`src/rtl/alert_rx_if.sv`:
```
// rtl/alert_rx_if.sv - differential alert receiver bundle shared by the array and its senders
interface alert_rx_if #(
  parameter int NUM_ALERTS = 4
);
  logic [NUM_ALERTS-1:0] alert_p_i;
  logic [NUM_ALERTS-1:0] alert_n_i;
  logic [NUM_ALERTS-1:0] ping_req_i;
  logic [NUM_ALERTS-1:0] ack_p_o;
  logic [NUM_ALERTS-1:0] ack_n_o;
  logic [NUM_ALERTS-1:0] ping_p_o;
  logic [NUM_ALERTS-1:0] ping_n_o;
  logic [NUM_ALERTS-1:0] alert_o;
  logic [NUM_ALERTS-1:0] ping_ok_o;
  logic [NUM_ALERTS-1:0] integ_fail_o;
  logic [NUM_ALERTS-1:0] ping_timeout_o;

  // receiver side (alert_rx_array)
  modport slave (
    input  alert_p_i, alert_n_i, ping_req_i,
    output ack_p_o, ack_n_o, ping_p_o, ping_n_o,
    output alert_o, ping_ok_o, integ_fail_o, ping_timeout_o
  );

  // sender / environment side
  modport master (
    output alert_p_i, alert_n_i, ping_req_i,
    input  ack_p_o, ack_n_o, ping_p_o, ping_n_o,
    input  alert_o, ping_ok_o, integ_fail_o, ping_timeout_o
  );
endinterface

```
`src/rtl/alert_rx_array.sv`:
```
// rtl/alert_rx_array.sv - array of differential alert receivers with ping; ALERT_RX_PING_TIMEOUT_EN adds ping timeouts
module alert_rx_array #(
  parameter int NUM_ALERTS   = 4,
  parameter int PING_TIMEOUT = 64
) (
  input  logic       clk,
  input  logic       rst,
  alert_rx_if.slave  bus
);

  localparam logic [1:0] ST_IDLE = 2'd0;
  localparam logic [1:0] ST_ACK  = 2'd1;
  localparam logic [1:0] ST_DONE = 2'd2;

  logic [NUM_ALERTS-1:0] alert_p_q;
  logic [NUM_ALERTS-1:0] alert_n_q;
  logic [NUM_ALERTS-1:0] pend_q;
  logic [NUM_ALERTS-1:0] ping_q;
  logic [1:0]            state_q [NUM_ALERTS];

  logic [NUM_ALERTS-1:0] fail;
  logic [NUM_ALERTS-1:0] rise;
  logic [NUM_ALERTS-1:0] fall;
  logic [NUM_ALERTS-1:0] alert_ev;
  logic [NUM_ALERTS-1:0] ok_ev;
  logic [NUM_ALERTS-1:0] to_ev;
  logic [NUM_ALERTS-1:0] ping_issue;
  logic [NUM_ALERTS-1:0] ack_p;

  // single input register stage; every decision below uses this registered pair
  always_ff @(posedge clk) begin
    if (rst) begin
      alert_p_q <= '0;
      alert_n_q <= '1;
    end else begin
      alert_p_q <= bus.alert_p_i;
      alert_n_q <= bus.alert_n_i;
    end
  end

  for (genvar i = 0; i < NUM_ALERTS; i++) begin : g_ch
    assign fail[i] = (alert_p_q[i] == alert_n_q[i]);
    assign rise[i] = alert_p_q[i] & ~alert_n_q[i];
    assign fall[i] = ~alert_p_q[i] & alert_n_q[i];

    // a detected assertion is a ping answer when a ping is outstanding, otherwise a real alert
    assign alert_ev[i]   = ~rst & (state_q[i] == ST_IDLE) & rise[i] & ~pend_q[i];
    assign ok_ev[i]      = ~rst & (state_q[i] == ST_IDLE) & rise[i] & pend_q[i];
    assign ping_issue[i] = bus.ping_req_i[i] & ~pend_q[i];

    // ack is dropped immediately on an integrity failure, not one cycle later
    assign ack_p[i] = (state_q[i] == ST_ACK) & ~fail[i];

    // per-channel handshake FSM; an integrity failure forces IDLE from any state
    always_ff @(posedge clk) begin
      if (rst) begin
        state_q[i] <= ST_IDLE;
      end else if (fail[i]) begin
        state_q[i] <= ST_IDLE;
      end else begin
        case (state_q[i])
          ST_IDLE: if (rise[i]) state_q[i] <= ST_ACK;
          ST_ACK:  if (fall[i]) state_q[i] <= ST_DONE;
          ST_DONE: state_q[i] <= ST_IDLE;
          default: state_q[i] <= ST_IDLE;
        endcase
      end
    end

    // level-toggle ping; requests arriving while a ping is outstanding are dropped
    always_ff @(posedge clk) begin
      if (rst) begin
        ping_q[i] <= 1'b0;
        pend_q[i] <= 1'b0;
      end else if (ping_issue[i]) begin
        ping_q[i] <= ~ping_q[i];
        pend_q[i] <= 1'b1;
      end else if (ok_ev[i] | to_ev[i]) begin
        pend_q[i] <= 1'b0;
      end
    end

`ifdef ALERT_RX_PING_TIMEOUT_EN
    logic [16:0] cnt_q;

    // counts cycles since ping issue; an answer on the expiry cycle wins over the timeout
    always_ff @(posedge clk) begin
      if (rst) begin
        cnt_q <= '0;
      end else if (ping_issue[i]) begin
        cnt_q <= '0;
      end else if (pend_q[i] & ~ok_ev[i] & ~to_ev[i]) begin
        cnt_q <= cnt_q + 17'd1;
      end
    end

    assign to_ev[i] = ~rst & pend_q[i] & (cnt_q == 17'(PING_TIMEOUT)) & ~ok_ev[i];
`else
    assign to_ev[i] = 1'b0;
`endif
  end

  assign bus.ack_p_o        = ack_p;
  assign bus.ack_n_o        = ~ack_p;
  assign bus.ping_p_o       = ping_q;
  assign bus.ping_n_o       = ~ping_q;
  assign bus.alert_o        = alert_ev;
  assign bus.ping_ok_o      = ok_ev;
  assign bus.integ_fail_o   = fail & {NUM_ALERTS{~rst}};
  assign bus.ping_timeout_o = to_ev;

endmodule
```
`src/flat_wrapper.sv`:
```
// flat-port wrapper written by rule: the top's interface ports become plain ports
module alert_rx_array_flat 
#(
  parameter int NUM_ALERTS   = 4,
  parameter int PING_TIMEOUT = 64
)
  (clk, rst, bus_alert_p_i, bus_alert_n_i, bus_ping_req_i, bus_ack_p_o, bus_ack_n_o, bus_ping_p_o, bus_ping_n_o, bus_alert_o, bus_ping_ok_o, bus_integ_fail_o, bus_ping_timeout_o);
  alert_rx_if #(.NUM_ALERTS(NUM_ALERTS)) bus_i ();
  input  logic clk;
  input  logic rst;
  input wire logic [$bits(bus_i.alert_p_i)-1:0] bus_alert_p_i;
  input wire logic [$bits(bus_i.alert_n_i)-1:0] bus_alert_n_i;
  input wire logic [$bits(bus_i.ping_req_i)-1:0] bus_ping_req_i;
  output wire logic [$bits(bus_i.ack_p_o)-1:0] bus_ack_p_o;
  output wire logic [$bits(bus_i.ack_n_o)-1:0] bus_ack_n_o;
  output wire logic [$bits(bus_i.ping_p_o)-1:0] bus_ping_p_o;
  output wire logic [$bits(bus_i.ping_n_o)-1:0] bus_ping_n_o;
  output wire logic [$bits(bus_i.alert_o)-1:0] bus_alert_o;
  output wire logic [$bits(bus_i.ping_ok_o)-1:0] bus_ping_ok_o;
  output wire logic [$bits(bus_i.integ_fail_o)-1:0] bus_integ_fail_o;
  output wire logic [$bits(bus_i.ping_timeout_o)-1:0] bus_ping_timeout_o;
  assign bus_i.alert_p_i = bus_alert_p_i;
  assign bus_i.alert_n_i = bus_alert_n_i;
  assign bus_i.ping_req_i = bus_ping_req_i;
  assign bus_ack_p_o = bus_i.ack_p_o;
  assign bus_ack_n_o = bus_i.ack_n_o;
  assign bus_ping_p_o = bus_i.ping_p_o;
  assign bus_ping_n_o = bus_i.ping_n_o;
  assign bus_alert_o = bus_i.alert_o;
  assign bus_ping_ok_o = bus_i.ping_ok_o;
  assign bus_integ_fail_o = bus_i.integ_fail_o;
  assign bus_ping_timeout_o = bus_i.ping_timeout_o;
  alert_rx_array #(.NUM_ALERTS(NUM_ALERTS), .PING_TIMEOUT(PING_TIMEOUT)) u_core (.clk(clk), .rst(rst), .bus(bus_i));
endmodule
```
`config.mk`:
```
export PLATFORM = sky130hd
export DESIGN_NAME = alert_rx_array_flat
export DESIGN_NICKNAME = d
export VERILOG_FILES = /design/src/rtl/alert_rx_if.sv /design/src/rtl/alert_rx_array.sv /design/src/flat_wrapper.sv
export SDC_FILE = /design/constraint.sdc
export NUM_CORES = 1
export LEC_CHECK = 0
export ABC_AREA = 0
export BUFFER_PORTS_ARGS = -buffer_cell sky130_fd_sc_hd__buf_2
export CAP_MARGIN = 20
export CELL_PAD_IN_SITES_DETAIL_PLACEMENT = 1
export CELL_PAD_IN_SITES_GLOBAL_PLACEMENT = 1
export CORE_ASPECT_RATIO = 0.8
export CORE_UTILIZATION = 38
export DETAILED_ROUTE_END_ITERATION = 8
export GPL_ROUTABILITY_DRIVEN = 0
export PLACE_DENSITY = 0.85
export SKIP_CTS_REPAIR_TIMING = 1
export SYNTH_ARGS = -nofsm -noshare
export SYNTH_HDL_FRONTEND = slang
export SYNTH_SLANG_ARGS = --single-unit
export TNS_END_PERCENT = 100
```
`constraint.sdc`:
```
create_clock -name clk -period 2.67 [get_ports clk]
set_input_delay 0.267 -clock clk [delete_from_list [all_inputs] [get_ports clk]]
set_output_delay 0.267 -clock clk [all_outputs]
set_load 0.02 [all_outputs]
```
==> out/qor.csv <==
metric,value,unit
r2r-start,u_core.alert_n_q[1]$_SDFF_PP1_,
dieArea,3600,sq um
synthArstFlopShare,0,%
min_from,bus_alert_n_i[2],
crit_required,2.40,ns
wl_per_cell,12.9,um
grt_pass1_vias,1038,
drive_gt1_share,30.4,%
first_pass_iters,3,
insertedDiodeCount,0,
numCtsBuffers,3,
initial_core_util,40.6,%
cts_sinks,24,
drtAntennaViolNets,0,
dieHeight,53.9,um
grt.overflow.total,0,
holdPathEnd,u_core.alert_n_q[2]$_SDFF_PP1_,
final_nets,204,
r2r_end,u_core.state_q[1][1]$_SDFFCE_PP0P_,
synth-compound-area-share,1.37,%
leakagePower,0.774,nW
synthMuxAreaShare,4.31,%
r2r_cells,4,
yosysSeqAreaShare,43.8,%
end_kind,output port,
syn_area,1280,sq um
fin_crit_sh,69.7,%
synth_cells,140,
arrival,1.60,ns
ys_ff_latch,24,
synth_top_family_by_area,simple AND/OR/NAND/NOR gates,
tns,0,ns
synthSimpleGateAreaFrac,34.3,%
dpl_worst_slack,1.10,ns
finClkSkew,0.00781,ns
cts_max_level,1,
ir_worst_vdd,0.000363,V
hold_path_class,input pin to flop,
slew_violations,0,
grt_max_degree,27,
start_kind,flop,
antenna_found_initial,0,
coreArea,3150,sq um
synth_top_area_share,25.0,%
grt_util_all_layers,17.3,%
io_buffers,41,
setup_slack,0.808,ns
rows,18,
avgSynthCellArea,9.13,sq um
period_needed,1.86,ns
drcViolationCount,0,
synth_edf_count,8,
status,finished clean,
die_w,66.9,um
max_freq,537,MHz
rsz0062_at_grt,no,
synth_flop_cell,dfxtp_1,
critPathKind,flop to output port,
yosysTopAreaCell,dfxtp_1,
vias,1088,
drtIter0Drc,34,
finalSetupViolCount,0,
synth_fa_ha_area_share,7.83,%
hold_ws,0.175,ns
synth.area.top_cells,"dfxtp_1 25%, edfxtp_1 19%, nor2b_1 8.3%, ha_1 7.8%, nor2_1 5.0%",
power.density,595,nW/um^2
cts_tree,built,
yosys.area_share.xor_xnor,0,%
cp_max_fo,6,
synth.distinct_cells,26,
r2r_setup_slack,1.23,ns
cts.root.buffer_cell,clkbuf_8,
grt_pass1_wl,4510,um
wl,2850,um
yosys_warnings,0,
hold_violations,0,
via_per_inst,4.92,
syn2layout_area_growth,22.8,%
clk_pin_slew_worst_paths,0.09,ns
io_pins,46,
place_hpwl,2230,um
synthTopCellsByCount,"17 x nor2_1, 17 x nor2b_1, 16 x dfxtp_1",
clk_path_buf_depth,2,
clock_latency,0.27,ns
drv_cap,0,
hold_depth,2,
-- registers in the layout, summed over array words and instances, names as in the netlist --
signal / count
u_core.bus.ping_p_o: 4
u_core.alert_p_q: 4
u_core.pend_q: 4
u_core.alert_n_q: 4
u_core.state_q: 8
-- worst max-delay path, stage by stage (launching register included) --
cell and delay [ns]:
edfxtp_1 0.49, or4b_4 0.57, nor2_1 0.10, buf_2 0.16
-- worst max path at each step --
stage / start / endpoint / slack (ns)
CTS: u_core.state_q[0][0]$_SDFFCE_PP0P_ / bus_ping_ok_o[0] / 0.79
global route: u_core.alert_n_q[0]$_SDFF_PP1_ / bus_ping_ok_o[0] / 0.72
detailed placement: u_core.state_q[0][0]$_SDFFCE_PP0P_ / bus_ping_ok_o[0] / 1.10
finish: u_core.state_q[0][0]$_SDFFCE_PP0P_ / bus_ping_ok_o[0] / 0.81
floorplan: rst / bus_ping_ok_o[3] / 1.04
global placement: rst / bus_ping_ok_o[0] / 1.16
-- cell usage in the layout (no fill, tap or decap), types with 4 or more instances in the layout --
master,instances
and2_1,4
and3_1,5
buf_2,41
conb_1,4
dfxtp_1,16
edfxtp_1,8
ha_1,8
inv_1,13
mux2_2,4
nand2_1,8
nor2_1,17
nor2b_1,17
nor3_1,9
or2_2,4
-- metrics by stage --
step	power, mW	cells	util [%]	area, sq um
after floorplan	0.570	143	-	1290
after CTS	0.947	221	49.8	1570
after global routing	0.984	221	49.8	1570
after global placement	0.613	217	47.5	1500
final	0.935	221	49.8	1570
after detailed placement	0.629	217	47.5	1500
-- final cells by class --
| type | count | area, sq um |
|---|---|---|
| Clock inverter | 1 | 30.0 |
| Timing Repair Buffer | 42 | 213 |
| Inverter | 13 | 48.8 |
| Fill cell | 380 | 1580 |
| Clock buffer | 3 | 41.3 |
| Multi-Input combinational cell | 98 | 627 |
| Tap cell | 40 | 50.0 |
| Sequential cell | 24 | 561 |
-- logic make-up (layout without fill, tap and decap cells) --
| group | count (synthesis) | count (layout) |
|---|---|---|
| and+or+nand+nor | 79 | 79 |
| DFF | 24 | 24 |
| buffers and inverters | 21 | 59 |
| adders and majority gates | 8 | 8 |
| muxes | 5 | 5 |
| AOI/OAI and AO/OA | 2 | 2 |
| other | 1 | 4 |
-- power breakdown --
| group | internal (mW) | switching [mW] |
|---|---|---|
| Sequential | 0.410 | 0.0356 |
| Combinational | 0.0706 | 0.102 |
| Clock | 0.200 | 0.116 |
| Total | 0.681 | 0.254 |
-- per-layer routing --
metal,GRT usage [%],up-vias,share of wire (%),routed length [um]
met5,0,-,0,0
met4,2.13,0,0.28,8
met3,5.08,2,5.7,162
met2,33.7,36,50,1430
met1,19.1,514,44,1250
li1,-,536,-,-
No activity file was read; power rests on OpenSTA's default activity.
